## src/rtl/ahb_arb_pkg.sv

```systemverilog
// Shared AHB encodings, beat-counter width and burst-length helper for the bus arbiter.
package ahb_arb_pkg;

  localparam int unsigned BEAT_CNT_W = 4;

  typedef enum logic [1:0] {
    HTRANS_IDLE   = 2'd0,
    HTRANS_BUSY   = 2'd1,
    HTRANS_NONSEQ = 2'd2,
    HTRANS_SEQ    = 2'd3
  } htrans_e;

  typedef enum logic [2:0] {
    HBURST_SINGLE = 3'd0,
    HBURST_INCR   = 3'd1,
    HBURST_WRAP4  = 3'd2,
    HBURST_INCR4  = 3'd3,
    HBURST_WRAP8  = 3'd4,
    HBURST_INCR8  = 3'd5,
    HBURST_WRAP16 = 3'd6,
    HBURST_INCR16 = 3'd7
  } hburst_e;

  typedef enum logic [1:0] {
    HRESP_OKAY  = 2'd0,
    HRESP_ERROR = 2'd1,
    HRESP_RETRY = 2'd2,
    HRESP_SPLIT = 2'd3
  } hresp_e;

  // Muxed control of the bus-owning master as seen by the arbiter.
  typedef struct packed {
    logic [1:0] htrans;
    logic [2:0] hburst;
    logic       hready;
    logic [1:0] hresp;
  } ahb_ctrl_t;

  // Remaining beats after the first address phase of a burst.
  function automatic logic [BEAT_CNT_W-1:0] burst_beats(input logic [2:0] hburst);
    case (hburst)
      HBURST_INCR4,  HBURST_WRAP4:  burst_beats = BEAT_CNT_W'(3);
      HBURST_INCR8,  HBURST_WRAP8:  burst_beats = BEAT_CNT_W'(7);
      HBURST_INCR16, HBURST_WRAP16: burst_beats = BEAT_CNT_W'(15);
      default:                      burst_beats = '0;
    endcase
  endfunction

endpackage

```

## src/rtl/ahb_arb_rr_pick.sv

```systemverilog
// Combinational rotating-priority picker: first eligible requester after ptr_i, with wrap.
module ahb_arb_rr_pick #(
  parameter int unsigned N  = 4,
  parameter int unsigned IW = 2
) (
  input  logic [N-1:0]  req_i,
  input  logic [N-1:0]  mask_i,
  input  logic [IW-1:0] ptr_i,
  output logic [N-1:0]  winner_c_o,
  output logic          valid_c_o
);

  logic [N-1:0]  eligible;
  logic [N-1:0]  winner;
  logic [IW-1:0] idx;
  logic          found;

  // Scan offsets 1..N so the last winner has lowest priority but can still win alone.
  always_comb begin
    eligible = req_i & ~mask_i;
    winner   = '0;
    found    = 1'b0;
    idx      = '0;
    for (int unsigned k = 1; k <= N; k++) begin
      idx = IW'((32'(ptr_i) + k) % N);
      if (!found && eligible[idx]) begin
        winner[idx] = 1'b1;
        found       = 1'b1;
      end
    end
    winner_c_o = winner;
    valid_c_o  = found;
  end

endmodule

```

## src/rtl/ahb_bus_arbiter_hdl.sv

```systemverilog
// Round-robin AHB arbiter honouring fixed-length bursts and locked transfers.
// Optional split support (HSPLIT port, split mask) is built when AHB_ARB_SPLIT_EN is defined.
module ahb_bus_arbiter_hdl
  import ahb_arb_pkg::*;
#(
  parameter int unsigned NUM_MASTERS     = 4,
  parameter int unsigned NUM_MASTER_BITS = 2,
  parameter int unsigned DEFAULT_MASTER  = 0
) (
  input  logic                       HCLK,
  input  logic                       HRESETn,
  input  logic [NUM_MASTERS-1:0]     HBUSREQ,
  input  logic [NUM_MASTERS-1:0]     HLOCK,
  input  logic [1:0]                 HTRANS,
  input  logic [2:0]                 HBURST,
  input  logic                       HREADY,
  input  logic [1:0]                 HRESP,
`ifdef AHB_ARB_SPLIT_EN
  input  logic [NUM_MASTERS-1:0]     HSPLIT,
`endif
  output logic [NUM_MASTERS-1:0]     HGRANT,
  output logic [NUM_MASTER_BITS-1:0] HMASTER,
  output logic                       HMASTLOCK
);

  localparam int unsigned                CW        = BEAT_CNT_W;
  localparam logic [NUM_MASTERS-1:0]     DEF_GRANT = NUM_MASTERS'(1) << DEFAULT_MASTER;
  localparam logic [NUM_MASTER_BITS-1:0] DEF_IDX   = NUM_MASTER_BITS'(DEFAULT_MASTER);

  ahb_ctrl_t                  bus_ctrl;
  logic [NUM_MASTERS-1:0]     grant_q, grant_d;
  logic [NUM_MASTER_BITS-1:0] master_q, master_d;
  logic                       mastlock_q, mastlock_d;
  logic [CW-1:0]              cnt_q, cnt_d;
  logic [NUM_MASTER_BITS-1:0] last_q, last_d;
  logic [NUM_MASTER_BITS-1:0] grant_idx;
  logic [NUM_MASTER_BITS-1:0] winner_idx;
  logic [NUM_MASTERS-1:0]     split_mask;
  logic [NUM_MASTERS-1:0]     winner_c;
  logic                       winner_vld_c;
  logic                       resp_abort;
  logic                       arb_ok;

  assign bus_ctrl = '{htrans: HTRANS, hburst: HBURST, hready: HREADY, hresp: HRESP};

  ahb_arb_rr_pick #(
    .N  (NUM_MASTERS),
    .IW (NUM_MASTER_BITS)
  ) u_rr_pick (
    .req_i      (HBUSREQ),
    .mask_i     (split_mask),
    .ptr_i      (last_q),
    .winner_c_o (winner_c),
    .valid_c_o  (winner_vld_c)
  );

  // One-hot to index for the current grant and the picker's winner.
  always_comb begin
    grant_idx  = '0;
    winner_idx = '0;
    for (int unsigned i = 0; i < NUM_MASTERS; i++) begin
      if (grant_q[i])  grant_idx  = NUM_MASTER_BITS'(i);
      if (winner_c[i]) winner_idx = NUM_MASTER_BITS'(i);
    end
  end

  // Second cycle of an ERROR/RETRY/SPLIT response: burst is abandoned.
  always_comb begin
    resp_abort = bus_ctrl.hready && (bus_ctrl.hresp != HRESP_OKAY);
    arb_ok = (cnt_q == '0)
          || ((cnt_q == CW'(1)) && (bus_ctrl.htrans == HTRANS_SEQ) && bus_ctrl.hready)
          || (bus_ctrl.htrans == HTRANS_IDLE)
          || (bus_ctrl.htrans == HTRANS_NONSEQ)
          || (bus_ctrl.hburst == HBURST_INCR)
          || resp_abort;
    if (HLOCK[grant_idx]) arb_ok = 1'b0;
  end

  // Beat counter, grant and ownership only move on ready cycles.
  always_comb begin
    cnt_d      = cnt_q;
    grant_d    = grant_q;
    last_d     = last_q;
    master_d   = master_q;
    mastlock_d = mastlock_q;
    if (bus_ctrl.hready) begin
      if (resp_abort) begin
        cnt_d = '0;
      end else begin
        case (bus_ctrl.htrans)
          HTRANS_NONSEQ: cnt_d = burst_beats(bus_ctrl.hburst);
          HTRANS_SEQ:    if (cnt_q != '0) cnt_d = cnt_q - CW'(1);
          HTRANS_IDLE:   cnt_d = '0;
          default:       cnt_d = cnt_q;
        endcase
      end
      if (arb_ok) begin
        if (winner_vld_c) begin
          grant_d = winner_c;
          last_d  = winner_idx;
        end else begin
          grant_d = DEF_GRANT;
        end
      end
      master_d   = grant_idx;
      mastlock_d = HLOCK[grant_idx];
    end
  end

  always_ff @(posedge HCLK or negedge HRESETn) begin
    if (!HRESETn) begin
      grant_q    <= DEF_GRANT;
      master_q   <= DEF_IDX;
      mastlock_q <= 1'b0;
      cnt_q      <= '0;
      last_q     <= DEF_IDX;
    end else begin
      grant_q    <= grant_d;
      master_q   <= master_d;
      mastlock_q <= mastlock_d;
      cnt_q      <= cnt_d;
      last_q     <= last_d;
    end
  end

`ifdef AHB_ARB_SPLIT_EN
  logic [NUM_MASTERS-1:0] mask_q, mask_d;

  // First SPLIT response cycle parks the owner; HSPLIT release wins over a same-cycle set.
  always_comb begin
    mask_d = mask_q;
    if (!bus_ctrl.hready && (bus_ctrl.hresp == HRESP_SPLIT)) mask_d[master_q] = 1'b1;
    mask_d = mask_d & ~HSPLIT;
  end

  always_ff @(posedge HCLK or negedge HRESETn) begin
    if (!HRESETn) mask_q <= '0;
    else          mask_q <= mask_d;
  end

  assign split_mask = mask_q;
`else
  assign split_mask = '0;
`endif

  assign HGRANT    = grant_q;
  assign HMASTER   = master_q;
  assign HMASTLOCK = mastlock_q;

endmodule

```

## config.mk

```make
export PLATFORM = sky130hd
export DESIGN_NAME = ahb_bus_arbiter_hdl
export DESIGN_NICKNAME = d
export VERILOG_FILES = /design/src/rtl/ahb_arb_pkg.sv /design/src/rtl/ahb_arb_rr_pick.sv /design/src/rtl/ahb_bus_arbiter_hdl.sv
export SDC_FILE = /design/constraint.sdc
export NUM_CORES = 1
export LEC_CHECK = 0
export CAP_MARGIN = 30
export CELL_PAD_IN_SITES_DETAIL_PLACEMENT = 0
export CELL_PAD_IN_SITES_GLOBAL_PLACEMENT = 2
export CORE_MARGIN = 10
export CORE_UTILIZATION = 33
export DETAILED_ROUTE_END_ITERATION = 10
export GPL_TIMING_DRIVEN = 0
export PLACE_DENSITY = 0.89
export SLEW_MARGIN = 20
export SYNTH_ARGS = -nofsm -noshare
export SYNTH_HDL_FRONTEND = slang
export SYNTH_SLANG_ARGS = --single-unit
```

## constraint.sdc

```tcl
create_clock -name HCLK -period 3.6 [get_ports HCLK]
set_input_delay 0.9 -clock HCLK [delete_from_list [all_inputs] [get_ports HCLK]]
set_output_delay 0.9 -clock HCLK [all_outputs]
set_load 0.01 [all_outputs]
```

### After elaboration in Yosys (flattened, before gate mapping)

Cells that the tools add are included.

* register bits after elaboration: 13
* output and inout bits: 7
* word-level logic and storage cells: 100

* $add $sub $neg: 5
* magnitude comparators: 9
* equality and inequality tests: 11
* muxes and demuxes: 38
* bitwise operators: 3
* reductions and logical operators: 29

Operators with widths (count)
* 4-bit two-way mux: 7
* 4-bit case mux with 3 select lines: 2
* 1-bit two-way mux: 16
* 2-bit by 3-bit less-than comparator with 1-bit output (second input constant): 5
* 3-bit equality test (second input constant): 4
* 4-bit bitwise OR: 3
* 1-bit binary-select mux with 2-bit select: 5
* 1-bit logical AND: 10
* 1-bit demux with 2-bit select: 4
* 2-bit by 1-bit greater-or-equal comparator with 1-bit output (second input constant): 4
* 2-bit two-way mux: 4
* 4-bit nonzero test: 2
* 3-bit by 2-bit equality test with 1-bit output (second input constant): 2
* 3-bit AND reduction: 2
* 2-bit OR reduction: 3
* 1-bit logical OR: 5
* 2-bit by 1-bit adder with 2-bit output (second input constant): 2
* 2-bit adder (second input constant): 2
* 2-bit equality test (second input constant): 2
* 4-bit by 1-bit equality test with 1-bit output (second input constant): 1
* 4-bit zero test: 1
* 4-bit by 1-bit subtractor with 4-bit output (second input constant): 1
* 3-bit by 1-bit equality test with 1-bit output (second input constant): 1
* 1-bit zero test: 3
* other kinds (4): 4

### Logic depth before layout (Yosys ltp)

* depth in word-level cells: 16
* depth in mapped cells: 8

### Hierarchy

From an unflattened synthesis, not the netlist that was laid out.

* cell total of the unflattened synthesis: 137
* area total of the unflattened synthesis: 1249.9 µm²

By module, submodules not included
* ahb_bus_arbiter_hdl: instances 1, cells an instance 88, area an instance 832.0 µm², sequential area each 326.6 µm²
* ahb_arb_rr_pick: instances 1, cells an instance 49, area an instance 417.9 µm², sequential area each 0.0 µm²

### Worst setup path after synthesis

No wires, ideal clock.

* path type: input-to-reg
* from: input port HBUSREQ[1]
* to: register last_q[0]
* setup time: 0.086 ns
* arrival time: 2.213 ns
* data required time: 3.514 ns
* setup slack: 1.301 ns
* cell stages on the path: 5
* path buffers: 0
* cell sequence: mux4_2 or3b_1 a21oi_1 o211ai_1 o221ai_2

* word-level cells in the longest chain between the ends: 15

Ends and longest elaborated chain
* start, declared: line ahb_bus_arbiter_hdl.sv:12 `input logic [NUM_MASTERS-1:0] HBUSREQ,`
* 1-bit binary-select mux with 2-bit select: line ahb_arb_rr_pick.sv:26 `if (!found && eligible[idx]) begin`
* 1-bit two-way mux (implied by the code): line ahb_arb_rr_pick.sv:26
* 1-bit two-way mux: line ahb_arb_rr_pick.sv:26
* 1-bit zero test: line ahb_arb_rr_pick.sv:26
* 1-bit logical AND: line ahb_arb_rr_pick.sv:26
* 1-bit two-way mux: line ahb_arb_rr_pick.sv:26
* 1-bit zero test: line ahb_arb_rr_pick.sv:26
* 1-bit logical AND: line ahb_arb_rr_pick.sv:26
* 1-bit two-way mux: line ahb_arb_rr_pick.sv:26
* 1-bit zero test: line ahb_arb_rr_pick.sv:26
* 1-bit logical AND: line ahb_arb_rr_pick.sv:26
* 4-bit two-way mux: line ahb_arb_rr_pick.sv:26
* 1-bit two-way mux: line ahb_bus_arbiter_hdl.sv:63 `if (winner_c[i]) winner_idx = NUM_MASTER_BITS'(i);`
* 2-bit two-way mux (2 in series): line ahb_bus_arbiter_hdl.sv:63
* end signal, assigned: line ahb_bus_arbiter_hdl.sv:122 `last_q <= last_d;`
* end, declared: line ahb_bus_arbiter_hdl.sv:35 `logic [NUM_MASTER_BITS-1:0] last_q, last_d;`

Several ways; a longest one is shown, not always the timed one. The select of a mux whose other input is x is not followed.
A chain may end at the register's enable or synchronous reset.

### Worst setup path in the final report

* from: input port HTRANS[1]
* to: register cnt_q[0]

* word-level cells in the longest chain between the ends: 3

Ends and longest elaborated chain
* start, declared: line ahb_bus_arbiter_hdl.sv:14 `input logic [1:0] HTRANS,`
* 2-bit equality test / 2-bit zero test (equally long branches): line ahb_bus_arbiter_hdl.sv:90 `case (bus_ctrl.htrans)`
* 3-bit by 2-bit != test with 1-bit output (no line), or another cell as far along
* 3-bit AND reduction (no line) / 4-bit two-way mux (equally long branches)
* end signal, assigned: line ahb_bus_arbiter_hdl.sv:121 `cnt_q <= cnt_d;`
* end, declared: line ahb_bus_arbiter_hdl.sv:34 `logic [CW-1:0] cnt_q, cnt_d;`

Several ways; a longest one is shown, not always the timed one.

==> impl_metrics.py <==
metrics = {
    "status": {
        "status": "finished clean",
    },
    "detailed_routing": {
        "routedWlPerCell_um": 13.5,
        "drt_iter0_drc": 31,
        "first_pass_iters": 4,
        "num_vias": 923,
        "drc": 0,
        "ant_nets": 0,
        "viasPerCell": 4.86,
        "routed_wl_um": 2560,
    },
    "yosys": {
        "synth.distinct_cells": 40,
        "synth-xor-area-share_pct": 1.57,
        "synth_seq_area_share_pct": 29.2,
        "syn_nets": 148,
        "synth-compound-area-share_pct": 23.3,
        "synth_top_area_share_pct": 26.9,
        "synth_top_family_by_area": "compound AO/OA/AOI/OAI gates",
        "synth_area_um2": 1120,
        "synthSimpleGateAreaFrac_pct": 15.7,
        "synthCells": 117,
        "yosys_register_bits": 13,
        "synthMuxAreaShare_pct": 10.3,
        "synthAdderAreaFrac_pct": 14.6,
        "synth_top_cell_by_area": "dfrtp_1",
        "avgSynthCellArea_um2": 9.55,
        "yosys_warnings": 0,
        "synth_area_leaders": "dfrtp_1 (27%), ha_1 (15%), mux4_2 (6.0%)",
    },
    "placed_design": {
        "place_congestion": 0.792,
        "placedCellCount": 186,
        "dp_slack_ps": 670,
        "io_buffer_count": 23,
        "dp_hpwl_um": 2110,
    },
    "global_route": {
        "grt.busiest_layer": "met2",
        "met1_usage_pct": 10.0,
        "grt_use_total_pct": 8.27,
        "grtUsageMet3_pct": 3.08,
        "grt_max_degree": 14,
        "grt_pass1_vias": 994,
        "globalRoute.totalOverflow": 0,
        "grt_pass1_wl_um": 4260,
        "met2_usage_pct": 13.5,
        "antenna_found_initial": 0,
    },
    "timing": {
        "maxSlewViolCount": 0,
        "timing.final.ws_setup_ps": 942,
        "hold_violations": 0,
        "finalSetupTns_ps": 0,
        "rsz0062_at_grt": "false",
        "hold_slack_ps": 505,
        "relSlewSlack_pct": 45.3,
        "setup_viol": 0,
        "max_freq_ghz": 0.376,
        "finClkSkew_ps": 1.35,
        "period_share_pct": 73.8,
        "worst_slew_pin_slew_ps": 814,
        "min_period_ps": 2660,
    },
    "layout": {
        "nNetsFinal": 176,
        "n_antenna_cell": 0,
        "final_common_cell": "clkdlybuf4s50_1",
        "area_growth_pct": 28.1,
        "final_cells": 190,
        "fill_cells": 343,
        "drive_above_1_share_pct": 10.4,
        "mostFrequentLayoutCells": "clkdlybuf4s50_1 (23), ha_1 (13), dfrtp_1 (12), inv_1 (12), nand2_1 (10)",
    },
    "power": {
        "power.density_nw_per_um2": 661,
        "ir_drop_v": 0.000330,
        "p_leak_nw": 0.603,
    },
    "clocking": {
        "path_clk_slew_ps": 70,
        "cts-htree-levels": 1,
        "hold_buffers": 0,
        "clk_path_buf_depth": 2,
        "cts_root_buffer": "clkbuf_4",
        "cts_tree": "built",
        "cts-resized-gates": 0,
        "cts_buffers": 3,
        "clk_latency_ps": 260,
        "post_cts_buffers": 0,
        "clock_sinks": 13,
    },
    "worst_setup_path": {
        "rrSetupSlack_ps": 1240,
        "worstSetupStartpoint": "HTRANS[1]",
        "path_class": "input port to flip-flop",
        "critPathSlowestCell": "o31ai_1",
        "endpoint_kind": "flip-flop",
        "cp_max_fo": 8,
        "cp.arrival_ps": 2770,
        "max_stage_delay_ps": 680,
        "worstPathCellList": "clkdlybuf4s50_1 -> ha_1 -> nor3_1 -> a31oi_1 -> o31ai_1 -> o21ai_0",
        "worst_setup_path_start_kind": "input port",
        "r2r_start": "last_q[0]",
        "cp.required_ps": 3720,
    },
    "min_path": {
        "hp-class": "flip-flop to flip-flop",
        "hold_path.startpoint": "HMASTLOCK",
    },
    "die": {
        "die_area_um2": 6110,
        "die_y_um": 78.2,
        "io_pins": 25,
        "row_count": 21,
        "start_util_pct": 33.7,
        "core_area_um2": 3310,
        "die_w_um": 78.2,
    },
    "run": {
        "maxCapViolCount": 0,
    },
}
==> final cells by class <==
cell class	count	area, µm²	share of cell area [%]
Clock buffer	4	26.3	1.84
Tap cell	46	57.6	4.02
Sequential cell	13	327	22.8
Timing Repair Buffer	23	230	16.1
Multi-Input combinational cell	90	731	51.0
Buffer	2	15.0	1.05
Inverter	12	45.0	3.15
==> sequential cells by signal (all words and copies together) (netlist names) <==
| name | cells |
|---|---|
| HGRANT | 4 |
| HMASTER | 2 |
| HMASTLOCK | 1 |
| cnt_q | 4 |
| last_q | 2 |
==> path summary, 6_finish.rpt <==
check / to / cells past startpoint
max: cnt_q[0] / 6
min: HMASTLOCK / 1
max reg2reg: HGRANT[2] / 8
min reg2reg: HMASTLOCK / 1
max in group asynchronous: HGRANT[0] / 1
min in group asynchronous: cnt_q[3] / 1
==> kinds of logic after synthesis <==
kind of cell,count (synthesis)
AO/OA/AOI/OAI,37
XOR/XNOR,2
adder cells (fa/ha/maj),13
buffers and inverters,14
flip-flops,13
multiplexers,6
AND/OR/NAND/NOR,32
==> synthesized netlist by cell type, drive strengths merged <==
cell type  count
o22a           1
mux4           4
and3           1
mux2i          1
nor4           2
and2b          1
o21a           1
dfstp          1
o211ai         3
a22o           1
nand2b         1
o31ai          1
a21o           2
or2            1
a21oi         10
ha            13
a22oi          3
nor3           4
clkbuf         1
o41ai          2
o21ai          6
inv           12
a32oi          1
a2111oi        1
nor2           4
o2bb2ai        1
dfrtp         12
a31oi          2
mux2           1
xor2           2
nor2b          4
nand2         10
a211oi         1
o221ai         1
and2           1
or3b           3
buf            1
==> power by group <==
part / internal, W / switching [W]
Clock: 0.0000428 / 0.0000416
Combinational: 0.000302 / 0.000301
Sequential: 0.000201 / 0.0000584
==> layer usage <==
metal,vias to the layer above,part of all wire (%)
met5,-,0
met3,2,5.8
met1,411,52
li1,486,-
met4,0,0.27
met2,24,42
==> metrics by stage <==
step,total power (W),area (µm²),util (%)
after floorplan,0.000678,1120,-
after global placement,0.000859,1410,42.4
after detailed placement,0.000869,1410,42.4
after CTS,0.000958,1430,43.2
after global routing,0.00104,1430,43.2
final,0.000946,1430,43.2
==> critical path: cells and delay by family <==
| family | cells | cell delay, ps |
|---|---|---|
| AO/OA/AOI/OAI | 3 | 930 |
| adder cells (fa/ha/maj) | 1 | 280 |
| buffers and inverters | 1 | 460 |
| AND/OR/NAND/NOR | 1 | 210 |
(Power assumes the default switching activity.)
